$ cat src/rtl/fifo_pkg.sv
// Shared definitions for the FIFO burst reader and its skid buffer.
//   rd_state_t  : reader FSM states
//   SKID_DEPTH  : entries in the output skid buffer
//   cnt_width() : width of a counter that must hold 0..burst_len
//   ptr_inc()   : circular pointer increment over SKID_DEPTH entries
package fifo_pkg;

  typedef enum logic {
    IDLE = 1'b0,
    RUN  = 1'b1
  } rd_state_t;

  localparam int SKID_DEPTH = 3;

  function automatic int cnt_width(input int burst_len);
    return $clog2(burst_len + 1);
  endfunction

  function automatic logic [1:0] ptr_inc(input logic [1:0] p);
    return (p == 2'(SKID_DEPTH - 1)) ? 2'd0 : p + 2'd1;
  endfunction

endpackage

$ cat src/rtl/skid_buf3.sv
// Three-entry circular buffer that absorbs the FIFO read latency so the
// stream can keep moving under backpressure.
//   clk, rst   : clock, synchronous active-high reset
//   wr_en      : write wr_data at the tail this edge (caller never overfills)
//   rd_valid   : buffer non-empty; rd_data is the head entry
//   rd_ready   : consumer takes the head entry when rd_valid is also high
//   occupancy  : number of stored entries (0..3)
module skid_buf3
  import fifo_pkg::*;
#(
  parameter int DATA_WIDTH = 8
) (
  input  logic                  clk,
  input  logic                  rst,
  input  logic                  wr_en,
  input  logic [DATA_WIDTH-1:0] wr_data,
  input  logic                  rd_ready,
  output logic                  rd_valid,
  output logic [DATA_WIDTH-1:0] rd_data,
  output logic [1:0]            occupancy
);

  logic [DATA_WIDTH-1:0] mem [SKID_DEPTH];
  logic [1:0]            head;
  logic [1:0]            tail;
  logic [1:0]            count;
  logic                  deq;

  assign deq       = rd_valid && rd_ready;
  assign rd_valid  = (count != 2'd0);
  assign rd_data   = mem[head];
  assign occupancy = count;

  always_ff @(posedge clk) begin
    if (rst) begin
      head  <= 2'd0;
      tail  <= 2'd0;
      count <= 2'd0;
      for (int i = 0; i < SKID_DEPTH; i++) mem[i] <= '0;
    end else begin
      if (wr_en) begin
        mem[tail] <= wr_data;
        tail      <= ptr_inc(tail);
      end
      if (deq) head <= ptr_inc(head);
      // Simultaneous write and dequeue leaves the count unchanged.
      case ({wr_en, deq})
        2'b10:   count <= count + 2'd1;
        2'b01:   count <= count - 2'd1;
        default: count <= count;
      endcase
    end
  end

endmodule

$ cat src/rtl/fifo_burst_reader.sv
// Read-side master for sync_fifo: on a start pulse it drains exactly
// BURST_LEN words and presents them as a valid/ready stream with m_last on
// the final beat.
//   clk, rst        : clock, synchronous active-high reset
//   start           : one-cycle burst request, ignored while busy
//   busy            : burst in progress (FSM in RUN)
//   burst_done      : one-cycle pulse the cycle after the last handshake
//   fifo_empty      : FIFO empty flag
//   fifo_rd_en      : FIFO read strobe (combinational from state + empty)
//   fifo_dout       : FIFO data, valid one cycle after an effective read
//   m_valid/m_ready : stream handshake, m_data/m_last carried with it
// Handshake: a beat transfers on any rising edge where m_valid && m_ready;
// once m_valid is high it stays high with m_data stable until that edge.
module fifo_burst_reader
  import fifo_pkg::*;
#(
  parameter int DATA_WIDTH = 8,
  parameter int BURST_LEN  = 8
) (
  input  logic                  clk,
  input  logic                  rst,
  input  logic                  start,
  output logic                  busy,
  output logic                  burst_done,
  input  logic                  fifo_empty,
  output logic                  fifo_rd_en,
  input  logic [DATA_WIDTH-1:0] fifo_dout,
  output logic                  m_valid,
  input  logic                  m_ready,
  output logic [DATA_WIDTH-1:0] m_data,
  output logic                  m_last
);

  localparam int            CW   = cnt_width(BURST_LEN);
  localparam logic [CW-1:0] BL_C = CW'(BURST_LEN);

  rd_state_t     state;
  rd_state_t     state_nxt;
  logic [CW-1:0] issued;
  logic [CW-1:0] sent;
  logic          inflight;
  logic          done_q;
  logic [1:0]    occ;
  logic          hs;
  logic          last_hs;

  // Registered occupancy plus the word still in flight from the FIFO must
  // leave room; a same-cycle dequeue is deliberately not credited.
  assign fifo_rd_en = (state == RUN) && !fifo_empty && (issued < BL_C) &&
                      (({1'b0, occ} + {2'b00, inflight}) < 3'(SKID_DEPTH));

  assign hs         = m_valid && m_ready;
  assign m_last     = m_valid && (sent == BL_C - 1'b1);
  assign last_hs    = hs && m_last;
  assign busy       = (state == RUN);
  assign burst_done = done_q;

  skid_buf3 #(
    .DATA_WIDTH (DATA_WIDTH)
  ) u_skid (
    .clk       (clk),
    .rst       (rst),
    .wr_en     (inflight),
    .wr_data   (fifo_dout),
    .rd_ready  (m_ready),
    .rd_valid  (m_valid),
    .rd_data   (m_data),
    .occupancy (occ)
  );

  always_comb begin
    state_nxt = state;
    case (state)
      IDLE:    if (start)   state_nxt = RUN;
      RUN:     if (last_hs) state_nxt = IDLE;
      default: state_nxt = IDLE;
    endcase
  end

  always_ff @(posedge clk) begin
    if (rst) begin
      state    <= IDLE;
      issued   <= '0;
      sent     <= '0;
      inflight <= 1'b0;
      done_q   <= 1'b0;
    end else begin
      state    <= state_nxt;
      inflight <= fifo_rd_en;
      done_q   <= last_hs;
      if (state == IDLE && start) begin
        issued <= '0;
        sent   <= '0;
      end else begin
        if (fifo_rd_en) issued <= issued + 1'b1;
        if (hs)         sent   <= sent + 1'b1;
      end
    end
  end

endmodule

$ cat config.mk
export PLATFORM = sky130hd
export DESIGN_NAME = fifo_burst_reader
export DESIGN_NICKNAME = d
export VERILOG_FILES = /design/src/rtl/fifo_pkg.sv /design/src/rtl/skid_buf3.sv /design/src/rtl/fifo_burst_reader.sv
export SDC_FILE = /design/constraint.sdc
export NUM_CORES = 1
export LEC_CHECK = 0
export CAP_MARGIN = 25
export CORE_ASPECT_RATIO = 1.75
export CORE_MARGIN = 3
export CORE_UTILIZATION = 55
export CTS_BUF_LIST = sky130_fd_sc_hd__clkbuf_8
export DETAILED_ROUTE_END_ITERATION = 8
export GPL_TIMING_DRIVEN = 0
export PLACE_DENSITY = 0.79
export SETUP_SLACK_MARGIN = 0.2
export SLEW_MARGIN = 25
export SYNTH_ARGS = -nofsm -noshare
export SYNTH_HDL_FRONTEND = slang
export SYNTH_SLANG_ARGS = --single-unit
$ cat constraint.sdc
create_clock -name clk -period 2.2 [get_ports clk]
set_input_delay 0.44 -clock clk [delete_from_list [all_inputs] [get_ports clk]]
set_output_delay 0.44 -clock clk [all_outputs]
set_load 0.05 [all_outputs]
### After elaboration in Yosys (flattened, before gate mapping)

Memory sizes are Yosys's and may differ from the RTL's. A register that Yosys moved wholly into a read port is not among the register bits.
Cells that the tools add are included.

| operators by class | value |
|---|---|
| add/subtract/negate cells | 7 |
| mux-type cells | 16 |
| $lt $le $gt $ge | 2 |
| reductions and logical operators | 12 |
| bitwise gates (word level) | 1 |
| equality and inequality tests | 5 |

Operators by type and width:

| operator | count |
|---|---|
| $mux 2 | 5 |
| $add 4x1->4 const B | 2 |
| $mux 1 | 8 |
| $mux 8 | 1 |
| $reduce_or 8->1 | 1 |
| $logic_and 1x1->1 | 7 |
| $add 2x1->2 const B | 3 |
| $eq 2x2->1 const B | 3 |
| $eq 4x3->1 const B | 1 |
| $lt 4x4->1 const B | 1 |
| $pmux 2 s2 | 1 |
| $reduce_bool 2->1 | 2 |
| $add 2x1->3 | 1 |
| $lt 3x2->1 const B | 1 |
| $eq 2x1->1 const B | 1 |
| $pmux 1 s2 | 1 |
| $reduce_or 2->1 | 1 |
| $sub 2x1->2 const B | 1 |
| $logic_not 1->1 | 1 |
| $not 1->1 | 1 |

| storage, ports and cells | value |
|---|---|
| bits in registers | 17 |
| bits in writable memories | 24 |
| output and inout port bits | 13 |
| memories | 1 |

Memory list:

| name | depth | width | rd ports | clocked after Yosys merged registers in | write ports | RTL line | RTL |
|---|---|---|---|---|---|---|---|
| u_skid.mem | 3 | 8 | 1 | 1 | 3 | skid_buf3.sv:23 | `logic [DATA_WIDTH-1:0] mem [SKID_DEPTH];` |

### Logic depth before layout (Yosys ltp)

| logic depth | value |
|---|---|
| depth after elaboration | 5 |
| gate-level depth with buffers | 6 |
| mapped depth without buffers | 6 |

### Cells and area by module

A second synthesis with hierarchy kept.

| unflattened totals | value |
|---|---|
| cells, all modules | 165 |
| area total of the unflattened synthesis | 2198.4 sq um |

Modules (own cells, without submodules):

| module | times used | area an instance (sq um) | cells each |
|---|---|---|---|
| skid_buf3 | 1 | 1671.6 | 109 |
| fifo_burst_reader | 1 | 526.8 | 56 |

### Worst setup path after synthesis

OpenSTA, ideal clock, no wires.

| timing | value |
|---|---|
| path kind | reg2out |
| start point | register u_skid.count[0] (netlist: u_skid.occupancy[0]) |
| end point | output port fifo_rd_en |
| cell stages (with the launch flop) | 4 |
| path slack | 15 ps |
| data arrival time | 1745 ps |
| data required time | 1760 ps |
| cell sequence | dfxtp_1 -> ha_1 -> ha_1 -> a2111oi_4 |

| on the way | value |
|---|---|
| word-level cells in the longest chain between the ends | 3 |

Ends and longest elaborated chain:

| element | RTL line | RTL |
|---|---|---|
| start: declaration | skid_buf3.sv:26 | `logic [1:0] count;` |
| start signal: assignment | skid_buf3.sv:48 | `2'b10: count <= count + 2'd1;` |
| start signal: assignment | skid_buf3.sv:49 | `2'b01: count <= count - 2'd1;` |
| start signal: assignment | skid_buf3.sv:50 | `default: count <= count;` |
| $add 2x1->3 | fifo_burst_reader.sv:50 | `(({1'b0, occ} + {2'b00, inflight}) < 3'(SKID_DEPTH));` |
| $lt 3x2->1 | fifo_burst_reader.sv:50 |  |
| $logic_and 1x1->1 | fifo_burst_reader.sv:49 | `assign fifo_rd_en = (state == RUN) && !fifo_empty && (issued < BL_C) &&` |
| end: declaration | fifo_burst_reader.sv:26 | `output logic fifo_rd_en,` |

Every way passes these cells.

### Worst setup path in the final report

Same ends and word-level chain as after synthesis.

==> results.md <==
- Critical-path cell list: ha_4 > ha_4 > a2111oi_4 > buf_6
- DR top layer: met4
- PD cells: 706 nW/um2
- Number of setup violations in the final report: 0
- Max IR drop VDD: 0.000707 V
- Top-level port count: 26
- Max FO, Critical Path: 4
- Post-synth EDFFs: 32
- Setup CP Type: reg -> out
- Cell count after synthesis: 158
- Layout Area Growth over Synthesis: 19.6%
- Met2 WL: 2520 um
- H-tree levels: 2
- Vias in the first global route: 1,436
- Pre-CTS WS: -0.615 ns
- Via-to-Cell Ratio: 5.74
- FP Rows: 29
- Highest-delay cell along the critical path: dfxtp_4
- Die ar.: 4860 um2
- All-Layer GR Usage: 19.8%
- Drt wl/cell: 17.8 um
- N_diodes: 0
- Post-Route Skew: 0.00875 ns
- Least-Margin Pin Slew: 0.503 ns
- Drc violations: 0
- Layout Nets: 209
- Commonest non-fill, non-tap cell in the layout: edfxtp_1
- CTS tree: done
- Yosys warning total: 0
- Slew Viols, Final: 0
- Run status: complete, no violations
- Syn_area_per_cell: 14.0 um2
- Most used cell, CP: ha_4
- Root Buffer Master: clkbuf_8
- Clock buffer depth: 2
- Async set-or-reset flop fraction in the synthesized netlist: 0%
- Final hold viol count: 0
- Final HPWL DP: 3140 um
- Seq/Total Area, Yosys: 60.4%
- Max Cap Violations: 0
- Unrepaired setup endpoints after global routing: yes
- Syn_nets: 176
- First-pass GRT wire length: 6810 um
- Clock Latency Late Sink: 0.30 ns
- Worst hold path class: reg -> reg
- Die X: 54.0 um
- GP Congestion: 0.756
- Global route overflow: 0
- Critical path's largest stage delay: 0.38 ns
- Reg clk slew, reported paths: 0.08 ns
- Pleak: 0.000978 uW
- WL met3: 150 um
- Fmax: 483 MHz
- Detailed Route WL: 4240 um
- Netlist cell types: 33
- Crit start category: register
- Critical Path RT: 1.76 ns
- Iteration-0 DRC Markers: 19
- Crit share post-route: 94.1%
- Core Box Area: 3740 um2
- Post-synth top flop: edfxtp_1
- Initial antenna violation count: 0
- Slew headroom: 66.2%
- Fill count: 252
- Metal-1 WL: 1500 um
- Hold-fix buffers at CTS: 0
- Hold path start: issued[1]
- Final WS setup: 0.131 ns
- # port buffers: 24
- Clock tree sinks: 51
- Synthesized area: 2220 um2
- Synth Register Bits: 51
- Setup Total Neg Slack: 0 ns
- Tmin final: 2.07 ns
- Commonest cells after routing, fill and taps aside: edfxtp_1 (32), and2_1 (25), dfxtp_1 (14)
- Via count: 1,365
- CP startpoint: u_skid.occupancy[0]
- Largest net degree at the start of global routing: 16
- Setup crit end kind: output port
- Share of layout cells above drive strength 1: 23.4%
- Critical R2R Launch: u_skid.occupancy[0]
- DRT antenna net count: 0
- Crit path DAT: 1.63 ns
- Detailed Routing Iterations Pass 1: 4
- Initial Utilization: 59.4%
- CTS Buf Count: 5
- Die Height: 90.0 um
==> logic make-up after synthesis <==
logic type | after synthesis | share of synthesized area [%]
muxes | 13 | 10.4
AOI/OAI and AO/OA | 14 | 4.68
xor gates and xnor gates | 4 | 1.58
buffers and inverters | 7 | 1.30
adders and majority gates | 5 | 2.82
DFF | 51 | 60.4
and+or+nand+nor | 64 | 18.8
==> routing by layer <==
| layer | track usage (%) | vias to the layer above |
|---|---|---|
| met3 | 4.80 | 6 |
| met5 | 0 | - |
| met2 | 37.6 | 25 |
| li1 | - | 651 |
| met1 | 18.7 | 683 |
| met4 | 7.48 | 0 |
==> final cells by class <==
class | instances | area, um2 | share of cell area (%)
timing repair buffer | 26 | 241 | 9.10
inverter | 3 | 11.3 | 0.424
sequential | 51 | 1350 | 50.9
tap | 46 | 57.6 | 2.17
clock buffer | 5 | 68.8 | 2.59
clock inverter | 3 | 16.3 | 0.613
multi-input combinational | 100 | 875 | 33.0
buffer | 4 | 33.8 | 1.27
==> synth_stat cells (4+ instances only) <==
cell type	instances	share of area, %
nor2_1	6	1.0
or3_1	5	1.4
edfxtp_1	32	43
and2_1	25	7.0
nand3_1	6	1.4
mux4_2	8	8.1
or2_2	4	1.1
dfxtp_1	19	17
a21oi_1	7	1.6
mux2i_1	5	2.3
ha_1	5	2.8
==> power breakdown <==
| group | internal (uW) | switching [uW] | total, uW |
|---|---|---|---|
| Clock | 218 | 291 | 509 |
| Combinational | 126 | 169 | 295 |
| Sequential | 1050 | 24.1 | 1070 |
| Total | 1390 | 484 | 1870 |
==> through the flow <==
stage                     instance area [um2]  cells  hold slack [ns]  util (%)  total power, uW
after floorplan                          2250    158            0.450         -             1280
after global placement                   2550    228            0.461      68.1             1360
after detailed placement                 2550    228            0.489      68.1             1380
after CTS                                2630    237            0.501      70.3             1880
after global routing                     2650    238            0.524      71.0             1960
final                                    2650    238            0.508      71.0             1870
==> flip-flops by register name, indices dropped and copies added, names as in the netlist, 2 cells and up, named ones only <==
| name | cells |
|---|---|
| u_skid.occupancy | 2 |
| sent | 4 |
| u_skid.tail | 2 |
| u_skid.mem | 32 |
| issued | 4 |
| u_skid.head | 2 |
==> critical path, delay by kind of cell, from the launching register on <==
kind                       cells  cell delay [ns]
adders and majority gates      2             0.38
DFF                            1             0.38
buffers and inverters          1             0.21
AOI/OAI and AO/OA              1             0.35
==> path summary, 6_finish.rpt <==
| check | to | slack, ns | cells after the start |
|---|---|---|---|
| worst min-delay path | issued[1] | 0.51 | 2 |
| worst max register to register | u_skid.occupancy[1] | 0.29 | 6 |
| worst max-delay path | fifo_rd_en | 0.13 | 4 |
| worst min register to register | issued[1] | 0.51 | 2 |
==> what timing repair did <==
action	4_1_cts	5_1_grt
resized for setup	63	10
buffers inserted	1	1
hold endpoints to repair	0	0
pin swaps	1	1
endpoints found under the setup margin	11	10
No activity file was read; power rests on OpenSTA's default activity.
